**src/rtl/uart_pkg.sv**
```systemverilog
// Shared definitions for the UART command sequencer.
//   - Opcode values carried in byte1 of a command packet
//   - Response bytes written back to the TX FIFO
//   - State encodings for the sequencer FSM and the RX byte reader
//   - Small arithmetic helpers shared by both modules
package uart_pkg;

  localparam logic [7:0] OP_START  = 8'h01;
  localparam logic [7:0] OP_CFG    = 8'h02;
  localparam logic [7:0] OP_STATUS = 8'h03;

  localparam logic [7:0] ACK = 8'h06;
  localparam logic [7:0] NAK = 8'h15;

  // Packet-level sequencer states. HUNT reads byte0 looking for sync;
  // COLLECT reads bytes 1..3 under the inter-byte timeout.
  typedef enum logic [3:0] {
    HUNT       = 4'd0,
    COLLECT    = 4'd1,
    CHECK      = 4'd2,
    EXEC_START = 4'd3,
    TX_WAIT    = 4'd4,
    TX_PUSH    = 4'd5
  } seq_state_t;

  // Byte-level RX FIFO pop handshake states.
  typedef enum logic [3:0] {
    RD_IDLE = 4'd0,
    RD_REQ  = 4'd1,
    RD_WAIT = 4'd2,
    RD_CAP  = 4'd3
  } rd_state_t;

  // Saturating increment used by the protocol-error counter.
  function automatic logic [7:0] sat_inc(input logic [7:0] value);
    return (value == 8'hFF) ? 8'hFF : value + 8'd1;
  endfunction

  // A packet is intact when all four bytes XOR to zero.
  function automatic logic packet_ok(input logic [7:0] b0,
                                     input logic [7:0] b1,
                                     input logic [7:0] b2,
                                     input logic [7:0] b3);
    return (b0 ^ b1 ^ b2 ^ b3) == 8'h00;
  endfunction

endpackage

```
**src/rtl/uart_fifo_byte_reader.sv**
```systemverilog
// RX FIFO byte reader for the UART command sequencer.
// Pops one byte at a time from the RX FIFO with a three-state handshake
// and watches the gap between bytes of a packet.
// Ports:
//   clk, rst              - system clock, async active-high reset
//   read_req              - sequencer wants another byte
//   timeout_en            - sequencer is mid-packet; gaps are timed
//   rx_fifo_data          - FIFO read data, valid the cycle after the pop
//   rx_fifo_empty         - FIFO empty flag
//   rx_fifo_read_enable   - one-cycle pop strobe
//   byte_valid            - byte_data is a freshly popped byte this cycle
//   byte_data             - popped byte, to be latched by the consumer
//   timeout               - one-cycle flag: too long waiting on an empty FIFO
module uart_fifo_byte_reader
  import uart_pkg::*;
#(
  parameter int TIMEOUT_CYCLES = 50000
) (
  input  logic       clk,
  input  logic       rst,
  input  logic       read_req,
  input  logic       timeout_en,
  input  logic [7:0] rx_fifo_data,
  input  logic       rx_fifo_empty,
  output logic       rx_fifo_read_enable,
  output logic       byte_valid,
  output logic [7:0] byte_data,
  output logic       timeout
);

  localparam logic [19:0] TIMEOUT_LAST = 20'(TIMEOUT_CYCLES - 1);

  rd_state_t   state;
  rd_state_t   next_state;
  logic [19:0] timer;
  logic        waiting;

  always_ff @(posedge clk or posedge rst) begin
    if (rst) begin
      state <= RD_IDLE;
    end else begin
      state <= next_state;
    end
  end

  // A pop is only launched from idle with data present, and every pop
  // walks REQ -> WAIT -> CAP -> IDLE, so pops are at least four cycles
  // apart and never hit an empty FIFO.
  always_comb begin
    next_state          = state;
    rx_fifo_read_enable = 1'b0;
    byte_valid          = 1'b0;
    case (state)
      RD_IDLE: begin
        if (read_req && !rx_fifo_empty) begin
          next_state = RD_REQ;
        end
      end
      RD_REQ: begin
        rx_fifo_read_enable = 1'b1;
        next_state          = RD_WAIT;
      end
      RD_WAIT: begin
        next_state = RD_CAP;
      end
      RD_CAP: begin
        byte_valid = 1'b1;
        next_state = RD_IDLE;
      end
      default: begin
        next_state = RD_IDLE;
      end
    endcase
  end

  // The FIFO holds its read data after the pop, so the consumer latches
  // it directly on the capture edge.
  assign byte_data = rx_fifo_data;

  // Only cycles spent idle on an empty FIFO while mid-packet count.
  assign waiting = (state == RD_IDLE) && read_req && timeout_en && rx_fifo_empty;
  assign timeout = waiting && (timer == TIMEOUT_LAST);

  always_ff @(posedge clk or posedge rst) begin
    if (rst) begin
      timer <= 20'd0;
    end else if (!timeout_en || (state == RD_CAP) || timeout) begin
      timer <= 20'd0;
    end else if (waiting) begin
      timer <= timer + 20'd1;
    end
  end

endmodule

```
**src/rtl/uart_cmd_sequencer.sv**
```systemverilog
// Packet-level command controller between the UART RX/TX FIFOs and the
// frame-write datapath. Hunts for 4-byte packets {sync, opcode, arg, chk},
// validates them and dispatches a frame-start pulse, a config write or a
// status query, answering each accepted packet with ACK/NAK (plus a
// status byte for queries) on the TX FIFO.
// Ports:
//   clk, rst               - system clock, async active-high reset
//   rx_fifo_data           - RX FIFO read data (valid the cycle after a pop)
//   rx_fifo_read_enable    - one-cycle RX pop strobe
//   rx_fifo_empty          - RX FIFO empty flag
//   tx_fifo_data           - response byte toward the TX FIFO
//   tx_fifo_write_enable   - one-cycle TX push strobe
//   tx_fifo_full           - TX FIFO full flag
//   frame_busy             - frame writer busy
//   start_write_frame      - frame-write start pulse
//   cfg_reg                - configuration register (opcode 0x02)
//   err_count              - saturating protocol-error counter
module uart_cmd_sequencer
  import uart_pkg::*;
#(
  parameter logic [7:0] SYNC_BYTE          = 8'hA5,
  parameter int         START_PULSE_CYCLES = 32,
  parameter int         TIMEOUT_CYCLES     = 50000
) (
  input  logic       clk,
  input  logic       rst,
  input  logic [7:0] rx_fifo_data,
  output logic       rx_fifo_read_enable,
  input  logic       rx_fifo_empty,
  output logic [7:0] tx_fifo_data,
  output logic       tx_fifo_write_enable,
  input  logic       tx_fifo_full,
  input  logic       frame_busy,
  output logic       start_write_frame,
  output logic [7:0] cfg_reg,
  output logic [7:0] err_count
);

  localparam logic [7:0] PULSE_LAST = 8'(START_PULSE_CYCLES - 1);

  seq_state_t state;
  seq_state_t next_state;

  logic       byte_valid;
  logic [7:0] byte_data;
  logic       timeout;
  logic       read_req;
  logic       timeout_en;

  logic [1:0] byte_idx;
  logic [7:0] opcode;
  logic [7:0] arg;
  logic [7:0] chk;

  logic [7:0] resp0;
  logic [7:0] resp1;
  logic       resp_two;
  logic       tx_sel;
  logic [7:0] tx_hold;
  logic [7:0] cur_byte;
  logic [7:0] pulse_cnt;

  logic       sync_seen;
  logic       sum_ok;
  logic       start_go;
  logic       cfg_wr;
  logic       err_bump;
  logic [7:0] resp0_d;
  logic       resp_two_d;
  logic [7:0] status_byte;

  // Reads are only requested from the two hunting/collecting states, so
  // bytes arriving during execution or response stay in the RX FIFO.
  assign read_req   = (state == HUNT) || (state == COLLECT);
  assign timeout_en = (state == COLLECT);

  uart_fifo_byte_reader #(
    .TIMEOUT_CYCLES(TIMEOUT_CYCLES)
  ) u_reader (
    .clk                (clk),
    .rst                (rst),
    .read_req           (read_req),
    .timeout_en         (timeout_en),
    .rx_fifo_data       (rx_fifo_data),
    .rx_fifo_empty      (rx_fifo_empty),
    .rx_fifo_read_enable(rx_fifo_read_enable),
    .byte_valid         (byte_valid),
    .byte_data          (byte_data),
    .timeout            (timeout)
  );

  assign sync_seen = byte_valid && (byte_data == SYNC_BYTE);
  assign sum_ok    = packet_ok(SYNC_BYTE, opcode, arg, chk);

  // The status byte snapshots the TX full flag as seen in the CHECK cycle.
  assign status_byte = {frame_busy, tx_fifo_full, cfg_reg[5:0]};

  // Packet decode, meaningful only in the CHECK cycle. A busy frame writer
  // is a refusal, not a protocol error, so it does not bump err_count.
  always_comb begin
    resp0_d    = NAK;
    resp_two_d = 1'b0;
    start_go   = 1'b0;
    cfg_wr     = 1'b0;
    err_bump   = 1'b0;
    if (!sum_ok) begin
      err_bump = 1'b1;
    end else begin
      case (opcode)
        OP_START: begin
          if (!frame_busy) begin
            resp0_d  = ACK;
            start_go = 1'b1;
          end
        end
        OP_CFG: begin
          resp0_d = ACK;
          cfg_wr  = 1'b1;
        end
        OP_STATUS: begin
          resp0_d    = ACK;
          resp_two_d = 1'b1;
        end
        default: begin
          err_bump = 1'b1;
        end
      endcase
    end
  end

  always_ff @(posedge clk or posedge rst) begin
    if (rst) begin
      state <= HUNT;
    end else begin
      state <= next_state;
    end
  end

  // TX_WAIT pushes on the first not-full cycle; TX_PUSH decides whether a
  // second (status) byte follows or the packet is finished.
  always_comb begin
    next_state = state;
    case (state)
      HUNT: begin
        if (sync_seen) begin
          next_state = COLLECT;
        end
      end
      COLLECT: begin
        if (timeout) begin
          next_state = HUNT;
        end else if (byte_valid && (byte_idx == 2'd3)) begin
          next_state = CHECK;
        end
      end
      CHECK: begin
        next_state = start_go ? EXEC_START : TX_WAIT;
      end
      EXEC_START: begin
        if (pulse_cnt == PULSE_LAST) begin
          next_state = TX_WAIT;
        end
      end
      TX_WAIT: begin
        if (!tx_fifo_full) begin
          next_state = TX_PUSH;
        end
      end
      TX_PUSH: begin
        next_state = (resp_two && !tx_sel) ? TX_WAIT : HUNT;
      end
      default: begin
        next_state = HUNT;
      end
    endcase
  end

  // Packet bytes, config/error registers and response bookkeeping.
  always_ff @(posedge clk or posedge rst) begin
    if (rst) begin
      byte_idx  <= 2'd0;
      opcode    <= 8'h00;
      arg       <= 8'h00;
      chk       <= 8'h00;
      cfg_reg   <= 8'h00;
      err_count <= 8'h00;
      resp0     <= 8'h00;
      resp1     <= 8'h00;
      resp_two  <= 1'b0;
      tx_sel    <= 1'b0;
      tx_hold   <= 8'h00;
      pulse_cnt <= 8'h00;
    end else begin
      case (state)
        HUNT: begin
          if (sync_seen) begin
            byte_idx <= 2'd1;
          end
        end
        COLLECT: begin
          if (timeout) begin
            err_count <= sat_inc(err_count);
            byte_idx  <= 2'd0;
          end else if (byte_valid) begin
            case (byte_idx)
              2'd1:    opcode <= byte_data;
              2'd2:    arg    <= byte_data;
              default: chk    <= byte_data;
            endcase
            byte_idx <= byte_idx + 2'd1;
          end
        end
        CHECK: begin
          resp0     <= resp0_d;
          resp1     <= status_byte;
          resp_two  <= resp_two_d;
          tx_sel    <= 1'b0;
          pulse_cnt <= 8'h00;
          if (cfg_wr) begin
            cfg_reg <= arg;
          end
          if (err_bump) begin
            err_count <= sat_inc(err_count);
          end
        end
        EXEC_START: begin
          pulse_cnt <= pulse_cnt + 8'd1;
        end
        TX_WAIT: begin
          if (!tx_fifo_full) begin
            tx_hold <= cur_byte;
          end
        end
        TX_PUSH: begin
          if (resp_two && !tx_sel) begin
            tx_sel <= 1'b1;
          end
        end
        default: begin
        end
      endcase
    end
  end

  // The data bus shows the outgoing byte only while pushing and otherwise
  // holds the last byte written, so it never wanders between pushes.
  assign cur_byte             = tx_sel ? resp1 : resp0;
  assign tx_fifo_write_enable = (state == TX_WAIT) && !tx_fifo_full;
  assign tx_fifo_data         = tx_fifo_write_enable ? cur_byte : tx_hold;

  // Decoded from the state register so an async reset cuts the pulse off.
  assign start_write_frame = (state == EXEC_START);

endmodule
```
**config.mk**
```make
export PLATFORM = sky130hd
export DESIGN_NAME = uart_cmd_sequencer
export DESIGN_NICKNAME = d
export VERILOG_FILES = /design/src/rtl/uart_pkg.sv /design/src/rtl/uart_fifo_byte_reader.sv /design/src/rtl/uart_cmd_sequencer.sv
export SDC_FILE = /design/constraint.sdc
export NUM_CORES = 1
export LEC_CHECK = 0
export CAP_MARGIN = 20
export CORE_MARGIN = 5
export CORE_UTILIZATION = 55
export CTS_CLUSTER_DIAMETER = 120
export DETAILED_ROUTE_END_ITERATION = 10
export PLACE_DENSITY = 0.76
export SYNTH_ARGS = -nofsm -noshare
export SYNTH_HDL_FRONTEND = slang
export SYNTH_SLANG_ARGS = --single-unit
```
**constraint.sdc**
```tcl
create_clock -name clk -period 5.1 [get_ports clk]
set_input_delay 1.275 -clock clk [delete_from_list [all_inputs] [get_ports clk]]
set_output_delay 1.275 -clock clk [all_outputs]
set_load 0.02 [all_outputs]
```
# Yosys cells after proc, flatten, opt, wreduce, memory -nomap -nowiden
# Cells that the tools add are included.
# word_totals
register_bits	104
word_cells	127
# classes
n_addsub	4
eq_ne	27
mux	39
bitwise_logic	6
n_reduce_logical	36
# op_table
operator	count
2-to-1 mux 20 bit	2
2-to-1 mux 8 bit	5
case mux 8 bit (2 select lines)	2
2-to-1 mux 4 bit	6
case mux 4 bit (6 select lines)	1
adder 20 x 1 -> 20 bit, second input constant	1
equality test 20 x 16 -> 1 bit, second input constant	1
adder 8 x 1 -> 8 bit, second input constant	2
equality test 4 x 2 -> 1 bit, second input constant	4
equality test 8 x 2 -> 1 bit, second input constant	2
equality test 8 bit, second input constant	2
AND reduction 4 bit	4
XOR 8 bit	2
2-to-1 mux 1 bit	12
case mux 4 bit (3 select lines)	1
2-to-1 mux 5 bit	2
!= test 2 bit, second input constant	5
case mux 5 bit (2 select lines)	1
nonzero test 2 bit	5
logical AND 1 bit	9
equality test 4 x 1 -> 1 bit, second input constant	2
equality test 4 x 3 -> 1 bit, second input constant	2
equality test 8 x 1 -> 1 bit, second input constant	1
equality test 8 x 5 -> 1 bit, second input constant	1
19 further kinds	37

# Longest topological paths before layout
# logic_depth
word_depth	8
depth_mapped	9

# By module
# From an unflattened synthesis, not the netlist that was laid out.
# unflattened
hier_cells	443
area_unflattened_um2	4847.1
# modules_own_cells
mod	instances	cells_per_inst	area_each_um2	seq_area_each_um2
uart_cmd_sequencer	1	303	3529.6	1851.8
uart_fifo_byte_reader	1	140	1317.5	550.5

# Worst setup path before layout
# Ideal clock, no wire load.
# synth_path
kind	input -> output
start	input port tx_fifo_full
end	output port tx_fifo_data[0]
arrival_time_ps	2663
required_ps	3825
path_slack_ps	1162
stages	4
n_path_buf	1
path_cell_list	nor3_1 clkbuf_1 nor2_1 a21oi_1
# synth_via
elab_chain_cells	3
# synth_rtl
item	line_no	text
from (decl)	uart_cmd_sequencer.sv:32	input logic tx_fifo_full,
zero test 1 bit	uart_cmd_sequencer.sv:248	assign tx_fifo_write_enable = (state == TX_WAIT) && !tx_fifo_full;
logical AND 1 bit	uart_cmd_sequencer.sv:248	
net tx_fifo_write_enable	uart_cmd_sequencer.sv:31	output logic tx_fifo_write_enable,
2-to-1 mux 8 bit	uart_cmd_sequencer.sv:249	assign tx_fifo_data = tx_fifo_write_enable ? cur_byte : tx_hold;
to (decl)	uart_cmd_sequencer.sv:30	output logic [7:0] tx_fifo_data,
# The timed path passes the listed nets, and every way through them passes these cells.

# Final worst setup path
# layout_path
start	input port tx_fifo_full
end	output port tx_fifo_data[7]
# layout_via
elab_chain_cells	3
# layout_rtl
item	line_no
zero test 1 bit	uart_cmd_sequencer.sv:248
logical AND 1 bit	uart_cmd_sequencer.sv:248
2-to-1 mux 8 bit	uart_cmd_sequencer.sv:249
# Every way passes these cells.

==> out/metrics.yaml <==
wl_per_cell_um: 15.5
synthDistinctLibCells: 52
p_seq_share_pct: 50.3
pre_cts_ws_ns: 0.794
final_net_count: 479
largest_reg_flops: 20
core_area_um2: 8260
setup_viol: 0
setup_ws_ns: 0.783
antenna_cells: 0
post_cts_resized: 0
layout-drive-gt1-share_pct: 18.4
rsz0062_at_grt: "false"
synth_edf_count: 0
seq_area_frac_synth_pct: 51.5
clk_pin_slew_ns: 0.09
rr_worst_depth: 6
cp-end-kind: "output pin"
detail-route-antenna-nets: 0
syn2layout_area_growth_pct: 14.2
die_height_um: 102
critPathRequiredTime_ns: 3.83
clk_path_buf_depth: 2
p_leak_uw: 0.00240
avgSynthCellArea_um2: 11.2
io-pin-count: 40
cts_setup_buffers: 0
yosysWarnings: 0
p_switching_uw: 572
peakVddDrop_v: 0.000296
grtUsageTotal_pct: 18.2
r2r_end: "err_count[7]"
hold_violations: 0
synth-seq-cells: 96
root_buffer: "clkbuf_8"
period_needed_ns: 4.32
dieArea_um2: 10400
drtIter0Drc: 109
fp.dieW_um: 102
power.total_uw: 1900
p_clk_share_pct: 26.2
numCtsBuffers: 9
clk_latency_ns: 0.35
worstPathArrival_ns: 3.04
vias: 3170
status: "finished, final reports clean"
grt_overflow_total: 0
cts_tree: "yes"
r2r_start: "state[0]"
swShare_pct: 30.2
finalSetupTns_ns: 0
final_common_cell: "dfrtp_1"
rows: 33
fin_skew_ns: 0.00943
hold_buffers: 0
maxSlewHeadroom_pct: 49.0
gp_congestion: 0.775
drc: 0
syn-num-nets: 439
holdPathEnd: "resp0[0]"
fmax_ghz: 0.232
ys.flop_type: "dfrtp_1"
crit_type: "primary input to output pin"
hp-start: "resp0[0]"
share_comb_of_total_power_pct: 23.6
syn_inst: 416
synth-async-reset-ratio_pct: 100
firstDrtPassIters: 4
viasPerCell: 5.60
internal_power_uw: 1320
grt_pass1_vias: 3191
powerDensity_nw_per_um2: 356
fin_util_pct: 64.5
initial_core_util_pct: 56.5
drv_cap: 0
min_path_type: "flop to flop"
max_flop_register: "u_reader.timer"
routed_wl_um: 8750
grt_max_degree: 40
final_cell_mix: "dfrtp_1 (96), mux2_2 (41), clkdlybuf4s50_1 (39)"
critPathMaxFanout: 17
worst-slew-pin-transition_ns: 0.765
synth_area_um2: 4670
port_buffers: 39
hold_depth: 1
dp_hpwl_um: 6240
antenna_found_initial: 0
cts_sinks: 96
fin_crit_sh_pct: 84.7
reg2reg_slack_ns: 2.50
maxSlewViolCount: 0
critPathLaunchType: "primary input"
htree_levels: 3
grt_pass1_wl_um: 15100
-- cells in the mapped netlist, types with 6 or more instances --
cell type	n	area, um2
dfrtp_1	96	2400
inv_1	15	56.3
nand4_1	11	68.8
ha_1	10	125
nor3_1	7	35.0
xor2_1	15	131
a31oi_1	6	37.5
nand3_1	17	85.1
a21oi_1	20	100
o21ai_0	24	120
nor2_1	37	139
mux2_2	41	462
clkbuf_1	8	30.0
xnor2_1	6	52.6
nand2_1	32	120
-- per-layer routing --
layer | up-vias | GRT usage, % | part of all wire [%]
li1 | 1541 | - | -
met1 | 1577 | 23.4 | 46
met2 | 43 | 31.0 | 50
met3 | 9 | 4.78 | 2.9
met4 | 0 | 4.04 | 1.0
met5 | - | 0 | 0
-- worst max-delay path by stage --
stage	endpoint	startpoint	depth (start not counted)	slack (ns)
floorplan	tx_fifo_data[0]	tx_fifo_full	4	1.16
global placement	tx_fifo_data[3]	tx_fifo_full	6	0.84
detailed placement	tx_fifo_data[7]	tx_fifo_full	6	0.79
CTS	tx_fifo_data[7]	tx_fifo_full	6	0.79
global route	tx_fifo_data[3]	tx_fifo_full	6	0.66
finish	tx_fifo_data[7]	tx_fifo_full	6	0.78
-- power by group through the flow --
stage	sequential, uW	combinational, uW	clock (uW)
global route	968	497	542
detailed placement	967	450	0
floorplan	944	365	0
CTS	953	454	511
finish	952	447	496
global placement	961	435	0
-- stage by stage --
stage / hold WS (ns) / instances / area (um2)
final: 0.498 / 566 / 5330
after global routing: 0.519 / 566 / 5330
after CTS: 0.501 / 566 / 5330
after detailed placement: 0.476 / 550 / 5130
after global placement: 0.455 / 550 / 5130
after floorplan: 0.439 / 416 / 4670
-- critical path: stages --
cell and delay (ns):
clkdlybuf4s50_1 0.44, nor3_1 0.21, buf_4 0.24, nand3_1 0.09, o21ai_0 0.14, clkdlybuf4s50_1 0.65
-- final cells by class --
type	instances	area [um2]
Timing Repair Buffer	42	413
Fill cell	681	2930
Inverter	15	57.6
Sequential cell	96	2400
Clock inverter	6	68.8
Tap cell	105	131
Clock buffer	10	128
Multi-Input combinational cell	292	2130
-- logic make-up (layout without fill, tap and decap cells) --
kind of cell / after synthesis / count (layout) / synth area share [%]
compound gates: 61 / 61 / 7.59
xor+xnor: 26 / 26 / 6.43
fa+ha+maj: 10 / 10 / 2.68
buf+inv: 28 / 73 / 2.95
flops: 96 / 96 / 51.5
mux: 45 / 45 / 11.0
simple gates: 150 / 150 / 17.9
No activity file was read; power rests on OpenSTA's default activity.
